### config.mk
export PLATFORM = sky130hd
export DESIGN_NAME = hull_frame_sequencer_flat
export DESIGN_NICKNAME = d
export VERILOG_FILES = /design/src/rtl/hull_frame_sequencer_if.sv /design/src/rtl/hull_frame_sequencer.sv /design/src/flat_wrapper.sv
export SDC_FILE = /design/constraint.sdc
export NUM_CORES = 1
export LEC_CHECK = 0
export CORE_AREA = 2 2 125 90
export CTS_CLUSTER_SIZE = 30
export DETAILED_ROUTE_END_ITERATION = 10
export DIE_AREA = 0 0 127 92
export HOLD_SLACK_MARGIN = 0.03
export PLACE_DENSITY = 0.77
export SLEW_MARGIN = 25
export SYNTH_ARGS = -nofsm -noshare
export SYNTH_HDL_FRONTEND = slang
export SYNTH_SLANG_ARGS = --single-unit
### constraint.sdc
create_clock -name clk -period 10.8 [get_ports clk]
set_input_delay 2.16 -clock clk [delete_from_list [all_inputs] [get_ports clk]]
set_output_delay 2.16 -clock clk [all_outputs]
set_load 0.02 [all_outputs]
### src/rtl/hull_frame_sequencer_if.sv
// Bus bundle for hull_frame_sequencer: raster pixel stream, point-memory
// write port, hull-engine handshake and status outputs.
// Macro HULL_SEQ_TIMEOUT_EN adds the sticky timeout flag.
interface hull_frame_sequencer_if #(
  parameter int CNT_W   = 9,
  parameter int COORD_W = 11
);
  logic               pix_valid;
  logic               pix_fg;
  logic               pix_sof;
  logic               pix_eol;
  logic               pix_eof;
  logic [COORD_W-1:0] pix_x;
  logic [COORD_W-1:0] pix_y;
  logic               pt_we;
  logic [CNT_W-1:0]   pt_addr;
  logic [COORD_W-1:0] pt_x;
  logic [COORD_W-1:0] pt_y;
  logic               hull_start;
  logic [CNT_W-1:0]   hull_count;
  logic               hull_done;
  logic [CNT_W-1:0]   hull_top;
  logic               result_valid;
  logic [CNT_W-1:0]   hull_size;
  logic               degenerate;
  logic               overflow;
  logic               sync_err;
  logic [7:0]         frames_dropped;
  logic               busy;
`ifdef HULL_SEQ_TIMEOUT_EN
  logic               timeout;
`endif

  // Stream source / engine / status consumer side
  modport master (
`ifdef HULL_SEQ_TIMEOUT_EN
    input  timeout,
`endif
    output pix_valid, pix_fg, pix_sof, pix_eol, pix_eof, pix_x, pix_y,
    output hull_done, hull_top,
    input  pt_we, pt_addr, pt_x, pt_y, hull_start, hull_count,
    input  result_valid, hull_size, degenerate, overflow, sync_err,
    input  frames_dropped, busy
  );

  // Sequencer side
  modport slave (
`ifdef HULL_SEQ_TIMEOUT_EN
    output timeout,
`endif
    input  pix_valid, pix_fg, pix_sof, pix_eol, pix_eof, pix_x, pix_y,
    input  hull_done, hull_top,
    output pt_we, pt_addr, pt_x, pt_y, hull_start, hull_count,
    output result_valid, hull_size, degenerate, overflow, sync_err,
    output frames_dropped, busy
  );
endinterface

### src/rtl/hull_frame_sequencer.sv
// Hull engine front end: keeps the leftmost/rightmost foreground pixel of
// each row, writes them to point memory in row order, kicks the engine at
// end of frame and reports the result. Frames arriving while the engine is
// busy are dropped and counted.
// Optional: define HULL_SEQ_TIMEOUT_EN for a WAIT_HULL watchdog with a
// sticky timeout output.
module hull_frame_sequencer #(
  parameter int MAX_POINTS     = 256,
  parameter int CNT_W          = 9,
  parameter int COORD_W        = 11,
  parameter int TIMEOUT_CYCLES = 65535
) (
  input logic                   clk,
  input logic                   rst,
  hull_frame_sequencer_if.slave bus
);

  if (MAX_POINTS >= (1 << CNT_W) || TIMEOUT_CYCLES < 1) begin : g_cfg_err
    $error("hull_frame_sequencer: CNT_W cannot hold MAX_POINTS or TIMEOUT_CYCLES < 1");
  end

  localparam logic [CNT_W-1:0] MAXP = CNT_W'(MAX_POINTS);

  typedef enum logic [2:0] {
    S_IDLE, S_COLLECT, S_FLUSH_L, S_FLUSH_R, S_START, S_WAIT
  } state_t;

  state_t             state_q, state_d;
  logic [CNT_W-1:0]   cnt_q, cnt_d;
  logic               row_hit_q, row_hit_d;
  logic [COORD_W-1:0] row_min_q, row_min_d;
  logic [COORD_W-1:0] row_max_q, row_max_d;
  logic [COORD_W-1:0] row_y_q, row_y_d;
  logic               eof_q, eof_d;
  logic               frm_ovf_q, frm_ovf_d;
  logic               pt_we_q, pt_we_d;
  logic [CNT_W-1:0]   pt_addr_q, pt_addr_d;
  logic [COORD_W-1:0] pt_x_q, pt_x_d;
  logic [COORD_W-1:0] pt_y_q, pt_y_d;
  logic               hull_start_q, hull_start_d;
  logic [CNT_W-1:0]   hull_count_q, hull_count_d;
  logic               result_q, result_d;
  logic [CNT_W-1:0]   hull_size_q, hull_size_d;
  logic               degen_q, degen_d;
  logic               ovf_q, ovf_d;
  logic               sync_err_q, sync_err_d;
  logic [7:0]         drop_q, drop_d;
  logic               tmo_hit;

  // A sof in IDLE opens a frame; a sof inside COLLECT restarts it. Either
  // way the sof pixel is itself processed as a collected pixel.
  logic               sof_v, idle_sof, restart, take, fg, hit_base;
  logic [CNT_W-1:0]   cnt_base;
  logic               row_hit_n;
  logic [COORD_W-1:0] row_min_n, row_max_n;
  logic               flush_r_wr;

  assign sof_v      = bus.pix_valid & bus.pix_sof;
  assign idle_sof   = (state_q == S_IDLE) & sof_v;
  assign restart    = (state_q == S_COLLECT) & sof_v;
  assign take       = idle_sof | ((state_q == S_COLLECT) & bus.pix_valid);
  assign hit_base   = row_hit_q & ~(idle_sof | restart);
  assign cnt_base   = (idle_sof | restart) ? '0 : cnt_q;
  assign fg         = take & bus.pix_fg;
  assign row_hit_n  = hit_base | fg;
  assign row_min_n  = (fg & ~hit_base) ? bus.pix_x : row_min_q;
  assign row_max_n  = fg ? bus.pix_x : row_max_q;
  // Right point only when it is a distinct pixel from the left one
  assign flush_r_wr = row_hit_q & (row_max_q != row_min_q);

`ifdef HULL_SEQ_TIMEOUT_EN
  localparam int TW = $clog2(TIMEOUT_CYCLES + 1);
  logic [TW-1:0] wait_cnt_q, wait_cnt_d;
  logic          timeout_q, timeout_d;

  assign tmo_hit = (state_q == S_WAIT) && (wait_cnt_q == TW'(TIMEOUT_CYCLES - 1));

  // Watchdog counts cycles spent in WAIT_HULL; timeout is sticky
  always_comb begin
    wait_cnt_d = (state_q == S_WAIT) ? wait_cnt_q + TW'(1) : '0;
    timeout_d  = timeout_q | (tmo_hit & ~bus.hull_done);
  end

  // Watchdog registers
  always_ff @(posedge clk or posedge rst) begin
    if (rst) begin
      wait_cnt_q <= '0;
      timeout_q  <= 1'b0;
    end else begin
      wait_cnt_q <= wait_cnt_d;
      timeout_q  <= timeout_d;
    end
  end

  assign bus.timeout = timeout_q;
`else
  assign tmo_hit = 1'b0;
`endif

  // State and datapath registers
  always_ff @(posedge clk or posedge rst) begin
    if (rst) begin
      state_q      <= S_IDLE;
      cnt_q        <= '0;
      row_hit_q    <= 1'b0;
      row_min_q    <= '0;
      row_max_q    <= '0;
      row_y_q      <= '0;
      eof_q        <= 1'b0;
      frm_ovf_q    <= 1'b0;
      pt_we_q      <= 1'b0;
      pt_addr_q    <= '0;
      pt_x_q       <= '0;
      pt_y_q       <= '0;
      hull_start_q <= 1'b0;
      hull_count_q <= '0;
      result_q     <= 1'b0;
      hull_size_q  <= '0;
      degen_q      <= 1'b0;
      ovf_q        <= 1'b0;
      sync_err_q   <= 1'b0;
      drop_q       <= '0;
    end else begin
      state_q      <= state_d;
      cnt_q        <= cnt_d;
      row_hit_q    <= row_hit_d;
      row_min_q    <= row_min_d;
      row_max_q    <= row_max_d;
      row_y_q      <= row_y_d;
      eof_q        <= eof_d;
      frm_ovf_q    <= frm_ovf_d;
      pt_we_q      <= pt_we_d;
      pt_addr_q    <= pt_addr_d;
      pt_x_q       <= pt_x_d;
      pt_y_q       <= pt_y_d;
      hull_start_q <= hull_start_d;
      hull_count_q <= hull_count_d;
      result_q     <= result_d;
      hull_size_q  <= hull_size_d;
      degen_q      <= degen_d;
      ovf_q        <= ovf_d;
      sync_err_q   <= sync_err_d;
      drop_q       <= drop_d;
    end
  end

  // Next-state logic
  always_comb begin
    state_d = state_q;
    case (state_q)
      S_IDLE:    if (idle_sof) state_d = bus.pix_eol ? S_FLUSH_L : S_COLLECT;
      S_COLLECT: if (bus.pix_valid && bus.pix_eol) state_d = S_FLUSH_L;
      S_FLUSH_L: state_d = S_FLUSH_R;
      S_FLUSH_R: state_d = eof_q ? S_START : S_COLLECT;
      S_START:   state_d = (cnt_q >= CNT_W'(3)) ? S_WAIT : S_IDLE;
      S_WAIT:    if (bus.hull_done || tmo_hit) state_d = S_IDLE;
      default:   state_d = S_IDLE;
    endcase
  end

  // Output/datapath next values. Pulses are decoded one state early so the
  // left point is on the bus during FLUSH_L and the right point in FLUSH_R.
  always_comb begin
    cnt_d        = cnt_q;
    row_hit_d    = row_hit_q;
    row_min_d    = row_min_q;
    row_max_d    = row_max_q;
    row_y_d      = row_y_q;
    eof_d        = eof_q;
    frm_ovf_d    = frm_ovf_q;
    pt_we_d      = 1'b0;
    pt_addr_d    = pt_addr_q;
    pt_x_d       = pt_x_q;
    pt_y_d       = pt_y_q;
    hull_start_d = 1'b0;
    hull_count_d = hull_count_q;
    result_d     = 1'b0;
    hull_size_d  = hull_size_q;
    degen_d      = degen_q;
    ovf_d        = ovf_q;
    sync_err_d   = sync_err_q;
    drop_d       = drop_q;
    case (state_q)
      S_IDLE, S_COLLECT: begin
        if (restart) sync_err_d = 1'b1;
        if (idle_sof || restart) begin
          cnt_d     = '0;
          frm_ovf_d = 1'b0;
          eof_d     = 1'b0;
        end
        if (take) begin
          row_hit_d = row_hit_n;
          row_min_d = row_min_n;
          row_max_d = row_max_n;
          if (bus.pix_eol) begin
            row_y_d = bus.pix_y;
            eof_d   = bus.pix_eof;
            if (row_hit_n) begin
              if (cnt_base < MAXP) begin
                pt_we_d   = 1'b1;
                pt_addr_d = cnt_base;
                pt_x_d    = row_min_n;
                pt_y_d    = bus.pix_y;
                cnt_d     = cnt_base + CNT_W'(1);
              end else begin
                frm_ovf_d = 1'b1;
              end
            end
          end
        end
      end
      S_FLUSH_L: begin
        if (bus.pix_valid) sync_err_d = 1'b1;
        if (flush_r_wr) begin
          if (cnt_q < MAXP) begin
            pt_we_d   = 1'b1;
            pt_addr_d = cnt_q;
            pt_x_d    = row_max_q;
            pt_y_d    = row_y_q;
            cnt_d     = cnt_q + CNT_W'(1);
          end else begin
            frm_ovf_d = 1'b1;
          end
        end
      end
      S_FLUSH_R: begin
        if (bus.pix_valid) sync_err_d = 1'b1;
        row_hit_d = 1'b0;
      end
      S_START: begin
        if (cnt_q >= CNT_W'(3)) begin
          hull_start_d = 1'b1;
          hull_count_d = cnt_q;
        end else begin
          degen_d     = 1'b1;
          hull_size_d = cnt_q;
          ovf_d       = frm_ovf_q;
          result_d    = 1'b1;
        end
      end
      S_WAIT: begin
        // A frame starting now is lost even if the engine finishes this cycle
        if (sof_v && drop_q != 8'hFF) drop_d = drop_q + 8'd1;
        if (bus.hull_done) begin
          hull_size_d = bus.hull_top;
          degen_d     = 1'b0;
          ovf_d       = frm_ovf_q;
          result_d    = 1'b1;
        end else if (tmo_hit) begin
          hull_size_d = '0;
          degen_d     = 1'b0;
          ovf_d       = frm_ovf_q;
          result_d    = 1'b1;
        end
      end
      default: ;
    endcase
  end

  assign bus.pt_we          = pt_we_q;
  assign bus.pt_addr        = pt_addr_q;
  assign bus.pt_x           = pt_x_q;
  assign bus.pt_y           = pt_y_q;
  assign bus.hull_start     = hull_start_q;
  assign bus.hull_count     = hull_count_q;
  assign bus.result_valid   = result_q;
  assign bus.hull_size      = hull_size_q;
  assign bus.degenerate     = degen_q;
  assign bus.overflow       = ovf_q;
  assign bus.sync_err       = sync_err_q;
  assign bus.frames_dropped = drop_q;
  assign bus.busy           = (state_q != S_IDLE);

endmodule

### src/flat_wrapper.sv
// flat-port wrapper written by rule: the top's interface ports become plain ports
module hull_frame_sequencer_flat 
#(
  parameter int MAX_POINTS     = 256,
  parameter int CNT_W          = 9,
  parameter int COORD_W        = 11,
  parameter int TIMEOUT_CYCLES = 65535
)
  (clk, rst, bus_pix_valid, bus_pix_fg, bus_pix_sof, bus_pix_eol, bus_pix_eof, bus_pix_x, bus_pix_y, bus_hull_done, bus_hull_top, bus_pt_we, bus_pt_addr, bus_pt_x, bus_pt_y, bus_hull_start, bus_hull_count, bus_result_valid, bus_hull_size, bus_degenerate, bus_overflow, bus_sync_err, bus_frames_dropped, bus_busy);
  hull_frame_sequencer_if #(.CNT_W(CNT_W), .COORD_W(COORD_W)) bus_i ();
  input logic clk;
  input logic rst;
  input wire logic [$bits(bus_i.pix_valid)-1:0] bus_pix_valid;
  input wire logic [$bits(bus_i.pix_fg)-1:0] bus_pix_fg;
  input wire logic [$bits(bus_i.pix_sof)-1:0] bus_pix_sof;
  input wire logic [$bits(bus_i.pix_eol)-1:0] bus_pix_eol;
  input wire logic [$bits(bus_i.pix_eof)-1:0] bus_pix_eof;
  input wire logic [$bits(bus_i.pix_x)-1:0] bus_pix_x;
  input wire logic [$bits(bus_i.pix_y)-1:0] bus_pix_y;
  input wire logic [$bits(bus_i.hull_done)-1:0] bus_hull_done;
  input wire logic [$bits(bus_i.hull_top)-1:0] bus_hull_top;
  output wire logic [$bits(bus_i.pt_we)-1:0] bus_pt_we;
  output wire logic [$bits(bus_i.pt_addr)-1:0] bus_pt_addr;
  output wire logic [$bits(bus_i.pt_x)-1:0] bus_pt_x;
  output wire logic [$bits(bus_i.pt_y)-1:0] bus_pt_y;
  output wire logic [$bits(bus_i.hull_start)-1:0] bus_hull_start;
  output wire logic [$bits(bus_i.hull_count)-1:0] bus_hull_count;
  output wire logic [$bits(bus_i.result_valid)-1:0] bus_result_valid;
  output wire logic [$bits(bus_i.hull_size)-1:0] bus_hull_size;
  output wire logic [$bits(bus_i.degenerate)-1:0] bus_degenerate;
  output wire logic [$bits(bus_i.overflow)-1:0] bus_overflow;
  output wire logic [$bits(bus_i.sync_err)-1:0] bus_sync_err;
  output wire logic [$bits(bus_i.frames_dropped)-1:0] bus_frames_dropped;
  output wire logic [$bits(bus_i.busy)-1:0] bus_busy;
  assign bus_i.pix_valid = bus_pix_valid;
  assign bus_i.pix_fg = bus_pix_fg;
  assign bus_i.pix_sof = bus_pix_sof;
  assign bus_i.pix_eol = bus_pix_eol;
  assign bus_i.pix_eof = bus_pix_eof;
  assign bus_i.pix_x = bus_pix_x;
  assign bus_i.pix_y = bus_pix_y;
  assign bus_i.hull_done = bus_hull_done;
  assign bus_i.hull_top = bus_hull_top;
  assign bus_pt_we = bus_i.pt_we;
  assign bus_pt_addr = bus_i.pt_addr;
  assign bus_pt_x = bus_i.pt_x;
  assign bus_pt_y = bus_i.pt_y;
  assign bus_hull_start = bus_i.hull_start;
  assign bus_hull_count = bus_i.hull_count;
  assign bus_result_valid = bus_i.result_valid;
  assign bus_hull_size = bus_i.hull_size;
  assign bus_degenerate = bus_i.degenerate;
  assign bus_overflow = bus_i.overflow;
  assign bus_sync_err = bus_i.sync_err;
  assign bus_frames_dropped = bus_i.frames_dropped;
  assign bus_busy = bus_i.busy;
  hull_frame_sequencer #(.MAX_POINTS(MAX_POINTS), .CNT_W(CNT_W), .COORD_W(COORD_W), .TIMEOUT_CYCLES(TIMEOUT_CYCLES)) u_core (.clk(clk), .rst(rst), .bus(bus_i));
endmodule
==> run metrics <==
status=complete, no violations; All-Layer GR Usage=20.7%; Tmin final=4800 ps; largest net degree at the start of global routing=between 80 and 90; Max Freq=0.208 GHz; Ports=about 100; clock power share=between 10% and 20%; Switch Pwr=about 0.00066 W; Starting Density=between 40% and 50%; antenna violations before repair=0; Clock H-tree levels=3; vias per cell=~5.5; Post-CTS Hold Buffers=0; Die Y=a little over 90 um; Clock Latency Late Sink=340 ps; CORE AREA=around 0.011 mm2; Synth Flop Type=dfrtp_1; Worst Hold Launch=u_core.bus.sync_err; final hold slack=approximately 480 ps; port bufs=about 100; WP data required=between 10000 and 15000 ps; setup bufs post-CTS=0; Worst R2R Path Depth=6; FP Rows=32; clk sinks=between 100 and 150; Die X=~130 um; cell count after synthesis=462; largest cells by area after synthesis=dfrtp_1, mux2_2, mux2i_1, a21oi_1, nor2_1; diodes inserted=0; net count after synthesis=504; via count=3785; Synth Register Bits=around 110; cts repair resizes=0; R2R Path Start=u_core.state_q[2]; mean post-synth cell area=around 11 um2; crit start category=primary input; worst hold path stage count=1; Worst Hold End=u_core.bus.sync_err; Cell variety after synth=48; Hold Violations, Final=0; internal power=approximately 0.0011 W; antenna viol nets, final=0; Arr. time, crit path=~5000 ps; Pwr per Cell Area=272 mW/mm2; Crit Path Max Fanout=63; worst slew pin tran=between 1000 and 1500 ps; Leak Pwr=~3 nW; Seq/Total Area, Yosys=between 50 and 60%; CTS buffer count=9; normalized max-slew margin=roughly a third; vias in the first global route=3863; Initial DRT Pass Iterations=5; worst r2r dst=u_core.bus.pt_addr[1]; CTS tree=yes; nets=approximately 590; crit end category=register; Synth warnings=0; asr flop ratio synth=100%; DRC=0; Worst-path clk slew=around 70 ps; sw frac=between 30% and 40%; Post-Syn Area=~0.005 mm2; total wire length=around 12 mm; max-slew violations=0; first-pass GRT wire length=19.1 mm; worst-case clock skew=9.46 ps; Yosys top cell by area=dfrtp_1; r2r setup slk=about 7600 ps; Comb pwr share=41.0%; number of synthesized flops with an enable pin=0; layout cells sized above 1=roughly 14%; worst hold path type=reg -> reg; Synth top area share=53.9%; Root Buffer=clkbuf_16; Max IR drop VDD=around 0.17 mV; Layout area overhead=27.1%; Starting DRT DRC Count=around 220; GRT overflow=0; die area=~0.012 mm2; RSZ-0062 raised after global routing=no; Max Cap Viol=0; filler cell count=between 800 and 900; DPL Wire Length=approximately 7.9 mm; Reg power frac=between 40% and 50%; Crit Path Class=in -> reg; Clock Tree Buf Depth=2; final setup TNS=0 ps; RePlAce Congestion=0.806; Setup-failing EPs final=0; routed len/inst=about 17 um; crit share post-route=roughly 44%
[metrics by stage]
| step | cell area (um2) | utilization, % | power [W] | std cells | worst slack, ps |
|---|---|---|---|---|---|
| final | 6540 | 61.4 | 0.00178 | 692 | 6000 |
| after global routing | 6540 | 61.4 | 0.00189 | 692 | 5850 |
| after CTS | 6530 | 61.3 | 0.00179 | 692 | 5880 |
| after detailed placement | 6240 | 58.6 | 0.00146 | 676 | 5490 |
| after global placement | 6240 | 58.6 | 0.00143 | 676 | 5300 |
| after floorplan | 5150 | - | 0.00119 | 462 | 5710 |
[cell usage in the layout, fill, tap and decap left out, drive strengths merged, types with 5 or more instances in the layout]
cell / instances
nor3: 6
dfrtp: 111
mux2: 49
o21ai: 26
a21oi: 33
nor2: 41
xnor2: 15
inv: 17
clkbuf: 11
nand2: 33
clkdlybuf4s50: 102
mux2i: 32
nand4: 5
nand3: 13
[sequential cells by signal, indices dropped and copies added, names as in the netlist, 3 cells and up]
signal	count
u_core.bus.frames_dropped	8
u_core.bus.hull_count	9
u_core.bus.hull_size	9
u_core.bus.pt_addr	9
u_core.bus.pt_x	11
u_core.bus.pt_y	11
u_core.cnt_q	9
u_core.row_max_q	11
u_core.row_min_q	11
u_core.row_y_q	11
u_core.state_q	3
[logic make-up after synthesis]
logic type	Yosys count	share of synthesized area, %
buf+inv	44	3.74
compound gates	86	10.4
mux	81	16.9
simple gates	118	11.0
fa+ha+maj	3	0.729
xor+xnor	19	3.23
flops	111	53.9
[power groups by stage]
stage,Combinational [W],Sequential [W],Clock [W]
after floorplan,0.000435,0.000751,0
after global placement,0.000707,0.000720,0
after detailed placement,0.000729,0.000727,0
after CTS,0.000733,0.000722,0.000335
after global routing,0.000791,0.000745,0.000355
final,0.000731,0.000723,0.000327
[worst max path at each step]
stage / startpoint / slack, ps / end / cells after the start
CTS: bus_pix_valid / 5880 / u_core.bus.pt_x[8] / 7
global route: bus_pix_valid / 5850 / u_core.bus.pt_addr[0] / 7
floorplan: rst / 5710 / u_core.bus.degenerate / 1
finish: bus_pix_valid / 6000 / u_core.bus.pt_addr[1] / 7
global placement: bus_pix_valid / 5300 / u_core.bus.pt_x[7] / 7
detailed placement: bus_pix_valid / 5490 / u_core.bus.pt_x[8] / 7
[Yosys cell counts (2+ instances only)]
cell type and number:
a21boi_0 2, a21oi_1 33, a31oi_1 4, buf_2 10, buf_4 4, clkbuf_1 14, dfrtp_1 111, ha_1 3
inv_1 16, mux2_2 49, mux2i_1 32, nand2_1 32, nand2b_1 3, nand3_1 13, nand4_1 5, nand4bb_1 2
nor2_1 41, nor3_1 4, nor3_2 2, nor3b_1 2, nor4_1 3, o211ai_1 2, o21ai_0 26, o21bai_1 2
o22a_1 2, o31ai_1 4, or3_1 3, xnor2_1 15, xor2_1 4
[final cells by class]
cell class / count / area (um2) / area share (%)
clock buffers: 11 / 233 / 3.56
clock inverters: 5 / 56.3 / 0.861
inverters: 16 / 62.6 / 0.956
multi-input cells: 307 / 2190 / 33.4
flip-flops and latches: 111 / 2780 / 42.5
well taps: 136 / 170 / 2.60
repair buffers: 106 / 1050 / 16.1
[per-layer routing]
layer	GRT usage [%]	wire, um	up-vias
li1	-	-	1790
met1	28.1	5110	1860
met2	33.2	5650	121
met3	5.54	684	14
met4	5.49	95	0
met5	0	0	-
[critical path, cell delays in order]
cell	delay, ps
clkdlybuf4s50_1	590
nand4bb_1	660
nand2_1	350
nand2b_1	200
o41ai_4	100
buf_4	560
mux2_2	400
(Power assumes the default switching activity.)
